**config.mk**
```make
export PLATFORM = sky130hd
export DESIGN_NAME = argmax_stream_m_t
export DESIGN_NICKNAME = d
export VERILOG_FILES = /design/src/rtl/argmax_stream_m_t.sv
export SDC_FILE = /design/constraint.sdc
export NUM_CORES = 1
export LEC_CHECK = 0
export CORE_MARGIN = 4
export CORE_UTILIZATION = 42
export DETAILED_ROUTE_END_ITERATION = 12
export PLACE_DENSITY = 0.68
export SYNTH_ARGS = -nofsm -noshare
export SYNTH_HDL_FRONTEND = slang
export SYNTH_SLANG_ARGS = --single-unit
```
**constraint.sdc**
```tcl
create_clock -name clk -period 2.3 [get_ports clk]
set_clock_uncertainty 0.05 [all_clocks]
set_input_delay 0.23 -clock clk [delete_from_list [all_inputs] [get_ports clk]]
set_output_delay 0.23 -clock clk [all_outputs]
set_load 0.01 [all_outputs]
```
**src/rtl/argmax_stream_m_t.sv**
```systemverilog
// ---------------------------------------------------------------------------
// argmax_stream_m_t
//
// Classification head placed after the last fc_* layer. It takes the
// layer's M-element signed output vector one element per valid/ready
// handshake. For each vector it returns the index of the largest element
// and that element's value.
//
// Ports
//   clk           clock, all logic on the rising edge
//   reset         asynchronous, active-high; clears all state
//   input_valid   upstream element valid
//   input_ready   block can accept an element (registered)
//   input_data    signed T-bit element
//   output_valid  result valid; held until output_ready
//   output_ready  downstream accepts the result
//   output_index  index of the maximum element (0 = first received)
//   output_max    signed value of the maximum element
//
// Configuration macro
//   ARGMAX_TIE_LAST_EN  undefined: strict compare, so ties keep the lowest
//                       index. Defined: >= compare, so ties move to the
//                       highest index. Ports and timing do not change.
// ---------------------------------------------------------------------------
module argmax_stream_m_t #(
  parameter  int M     = 16,
  parameter  int T     = 16,
  localparam int IDX_W = $clog2(M)
) (
  input  logic             clk,
  input  logic             reset,
  input  logic             input_valid,
  output logic             input_ready,
  input  logic [T-1:0]     input_data,
  output logic             output_valid,
  input  logic             output_ready,
  output logic [IDX_W-1:0] output_index,
  output logic [T-1:0]     output_max
);

  typedef enum logic {
    COLLECT = 1'b0,
    DONE    = 1'b1
  } state_t;

  localparam logic [IDX_W-1:0] LAST_IDX = IDX_W'(M - 1);

  state_t           state_q,   state_d;
  logic [IDX_W-1:0] count_q,   count_d;
  logic             ready_q,   ready_d;
  logic             valid_q,   valid_d;
  logic [T-1:0]     run_max_q, run_max_d;
  logic [IDX_W-1:0] run_idx_q, run_idx_d;
  logic [T-1:0]     out_max_q, out_max_d;
  logic [IDX_W-1:0] out_idx_q, out_idx_d;

  logic             in_hs;
  logic             out_hs;
  logic             take_new;
  logic [T-1:0]     cand_max;
  logic [IDX_W-1:0] cand_idx;

  // Candidate running maximum after the element currently offered. The
  // first element of a vector always wins; later ones win on the signed
  // compare. The final element's candidate feeds the result registers
  // directly so it is included in the compare.
  always_comb begin
    in_hs  = input_valid & ready_q;
    out_hs = valid_q & output_ready;

    take_new = 1'b0;
    if (count_q == '0) begin
      take_new = 1'b1;
    end else begin
`ifdef ARGMAX_TIE_LAST_EN
      take_new = ($signed(input_data) >= $signed(run_max_q));
`else
      take_new = ($signed(input_data) > $signed(run_max_q));
`endif
    end

    cand_max = take_new ? input_data : run_max_q;
    cand_idx = take_new ? count_q    : run_idx_q;
  end

  // Next-state logic. In COLLECT, input_ready is requested high every
  // cycle. That makes it rise on the first edge after reset release. The
  // result registers load only when DONE is entered, so they keep the
  // previous result while the next vector is being collected.
  always_comb begin
    state_d   = state_q;
    count_d   = count_q;
    ready_d   = ready_q;
    valid_d   = valid_q;
    run_max_d = run_max_q;
    run_idx_d = run_idx_q;
    out_max_d = out_max_q;
    out_idx_d = out_idx_q;

    case (state_q)
      COLLECT: begin
        ready_d = 1'b1;
        valid_d = 1'b0;
        if (in_hs) begin
          run_max_d = cand_max;
          run_idx_d = cand_idx;
          if (count_q == LAST_IDX) begin
            count_d   = '0;
            ready_d   = 1'b0;
            valid_d   = 1'b1;
            out_max_d = cand_max;
            out_idx_d = cand_idx;
            state_d   = DONE;
          end else begin
            count_d = count_q + IDX_W'(1);
          end
        end
      end
      DONE: begin
        ready_d = 1'b0;
        valid_d = 1'b1;
        if (out_hs) begin
          valid_d = 1'b0;
          ready_d = 1'b1;
          state_d = COLLECT;
        end
      end
      default: begin
        state_d = COLLECT;
        count_d = '0;
        ready_d = 1'b0;
        valid_d = 1'b0;
      end
    endcase
  end

  // State register. Reset drops any partial vector or pending result at
  // once, without waiting for a clock edge.
  always_ff @(posedge clk or posedge reset) begin
    if (reset) begin
      state_q   <= COLLECT;
      count_q   <= '0;
      ready_q   <= 1'b0;
      valid_q   <= 1'b0;
      run_max_q <= '0;
      run_idx_q <= '0;
      out_max_q <= '0;
      out_idx_q <= '0;
    end else begin
      state_q   <= state_d;
      count_q   <= count_d;
      ready_q   <= ready_d;
      valid_q   <= valid_d;
      run_max_q <= run_max_d;
      run_idx_q <= run_idx_d;
      out_max_q <= out_max_d;
      out_idx_q <= out_idx_d;
    end
  end

  assign input_ready  = ready_q;
  assign output_valid = valid_q;
  assign output_index = out_idx_q;
  assign output_max   = out_max_q;

endmodule

```
==> results.sh <==
export IMPL_p_leak_nw=1.56
export IMPL_arrival_ps=2630
export IMPL_hold_violations=0
export IMPL_grt_pass1_wl_microns=9550
export IMPL_setup_tns_ps=-5580
export IMPL_clock_path_buffers=2
export IMPL_min_period_ps=2500
export IMPL_final_util_pct=62.0
export IMPL_drv_cap=0
export IMPL_dp_hpwl_microns=3680
export IMPL_drc=0
export IMPL_switching_share_pct=38.2
export IMPL_syn_cell_area_sq_um=2430
export IMPL_routed_via_density=5.35
export IMPL_ant_nets=0
export IMPL_grt_overflow_total=0
export IMPL_p_seq_share_pct=28.9
export IMPL_cp_common_cell="buf_6"
export IMPL_drive_gt1_share_pct=26.3
export IMPL_placementRows=27
export IMPL_rrSetupSlack_ps=-190
export IMPL_critical_path_class="in2reg"
export IMPL_cts_tree="done"
export IMPL_power_frac_clock_pct=10.4
export IMPL_violations="setup timing"
export IMPL_slowest_stage="clkdlybuf4s50_1"
export IMPL_whs_ps=271
export IMPL_crit_family="buffers and inverters"
export IMPL_dieArea_sq_um=7080
export IMPL_io_buffer_count=41
export IMPL_first_iter_violations=112
export IMPL_worstPathRequired_ps=2430
export IMPL_synthArstFlopShare_pct=100
export IMPL_vias=2053
export IMPL_wl_microns=5690
export IMPL_final_common_cell="dfrtp_1"
export IMPL_reg2reg_to="run_idx_q[1]"
export IMPL_hold_buffers=0
export IMPL_worstPathMaxFanout=6
export IMPL_combPwrFrac_pct=60.7
export IMPL_pin_count=42
export IMPL_finalWorstSetupSlack_ps=-199
export IMPL_ir_drop_v=0.000723
export IMPL_n_antenna_cell=0
export IMPL_outcome="complete, but fails checks"
export IMPL_power_per_cell_area_nw_per_um2=1410
export IMPL_area_delta_synth_final_pct=41.9
export IMPL_hold_path_class="in2reg"
export IMPL_netlist_instances=245
export IMPL_worstSetupStartpointType="input pin"
export IMPL_cpPeakStageDelay_ps=480
export IMPL_clk_latency_ps=300
export IMPL_ys_seq_area_share_pct=47.3
export IMPL_holdPathEnd="run_max_q[9]"
export IMPL_initial_core_util_pct=43.7
export IMPL_path_buf_inv=3
export IMPL_hold_start="input_data[9]"
export IMPL_r2r_start="run_max_q[9]"
export IMPL_synth_edf_count=0
export IMPL_grt_pass1_vias=2025
export IMPL_core_area_sq_um=5570
export IMPL_drt_pass1_iter_count=4
export IMPL_setup_viol=40
export IMPL_path_cells="clkdlybuf4s50_1, ha_4, nand4_1, nor4_4, nand2_1, buf_6, o31a_4, o21ai_4, buf_6, mux2_2"
export IMPL_syn_avg_cell_area_sq_um=9.93
export IMPL_layout_worst_path_cycle_share_pct=109
export IMPL_h_tree_depth=2
export IMPL_routabilityCongestion=0.849
export IMPL_yosysWarnings=0
export IMPL_slew_headroom_pct=60.7
export IMPL_clk_pin_slew_worst_paths_ps=80
export IMPL_hold_depth=2
export IMPL_routedWlPerCell_microns=14.8
export IMPL_max_freq_ghz=0.400
export IMPL_fp_dieH_microns=84.1
export IMPL_final_nets=349
export IMPL_clock_sinks=46
export IMPL_worst_slew_pin_slew_ps=589
export IMPL_numCtsBuffers=5
export IMPL_ys_seq_elements=46
export IMPL_r2r_cells=10
export IMPL_internal_power_mw=3.02
export IMPL_synth_ff_type="dfrtp_1"
export IMPL_grtUsageTotal_pct=16.2
export IMPL_maxSlewViolCount=0
export IMPL_layout_common_cells="dfrtp_1, clkdlybuf4s50_1, nor2_1, o21ai_0, buf_4"
export IMPL_die_width_microns=84.1
export IMPL_root_buffer="clkbuf_8"
export IMPL_antenna_found_initial=0
export IMPL_power_switching_mw=1.86
export IMPL_end_kind="flop"
export IMPL_rsz0062_at_grt="true"
export IMPL_syn_nets=283
export IMPL_grt_max_degree=47
export IMPL_synth_cell_types=37
==> sequential cells by signal, summed over array words and instances, names as in the netlist <==
| register | flops |
|---|---|
| output_valid | 1 |
| run_max_q | 16 |
| run_idx_q | 4 |
| output_index | 4 |
| input_ready | 1 |
| output_max | 16 |
| count_q | 4 |
==> stage by stage <==
stage | worst slack, ps | instances | total power [mW] | area [sq um]
floorplan | 7.27 | 245 | 2.87 | 2440
global placement | -500 | 364 | 3.71 | 3020
detailed placement | -502 | 364 | 3.76 | 3020
CTS | -139 | 380 | 4.74 | 3340
global route | -299 | 384 | 5.27 | 3450
finish | -199 | 384 | 4.88 | 3450
==> cell usage after synthesis (3+ instances only) <==
cell type	count	area share (%)
clkbuf_1	7	1.1
dfrtp_1	46	47
o21ai_0	24	4.9
mux2_2	18	8.3
or3_1	16	4.1
ha_1	18	9.3
a21oi_1	8	1.6
nor2_1	25	3.9
o211ai_1	3	0.93
nand2_1	9	1.4
inv_1	22	3.4
a31oi_1	18	4.6
==> power by group through the flow <==
stage | Clock (mW) | Sequential [mW] | Combinational, mW
after global routing | 0.561 | 1.47 | 3.24
after detailed placement | 0 | 1.41 | 2.35
after floorplan | 0 | 1.45 | 1.42
final | 0.509 | 1.41 | 2.96
after global placement | 0 | 1.40 | 2.32
after CTS | 0.520 | 1.40 | 2.82
==> timing repair <==
item / in CTS / in global routing
buffers inserted: 6 / 4
gates resized for setup: 44 / 17
gates cloned: 2 / 0
pin swaps: 14 / 8
endpoints found under the setup margin: 40 / 40
hold endpoints to repair: 0 / 0
==> metal layers <==
layer / up-vias / GRT usage [%] / routed length (microns)
li1: 1009 / - / -
met1: 990 / 21.2 / 2580
met2: 45 / 26.8 / 2770
met3: 9 / 3.46 / 236
met4: 0 / 4.82 / 93
met5: - / 0 / 0
==> cell families after synthesis <==
kind of cell | share of synthesized area, %
and+or+nand+nor | 12.6
buffers and inverters | 5.66
adders and majority gates | 9.25
muxes | 8.33
AOI/OAI and AO/OA | 16.5
DFF | 47.3
xor gates and xnor gates | 0.360
==> final cells by class <==
class,count,area [sq um]
well taps,72,90.1
fillers,467,2120
multi-input cells,165,1370
repair buffers,71,673
inverters,22,82.6
flip-flops and latches,46,1150
clock buffers,7,86.3
clock inverters,1,5.00
==> worst max-delay path by stage <==
stage,endpoint,cells after the start,slack [ps],startpoint
global placement,run_max_q[9],9,-500,input_data[15]
CTS,run_max_q[6],10,-140,run_max_q[14]
detailed placement,run_max_q[8],9,-500,input_data[14]
floorplan,run_max_q[10],9,7,run_max_q[15]
finish,run_idx_q[1],10,-200,input_data[5]
global route,run_idx_q[0],10,-300,run_max_q[8]
Power figures use the tool's default switching activity.
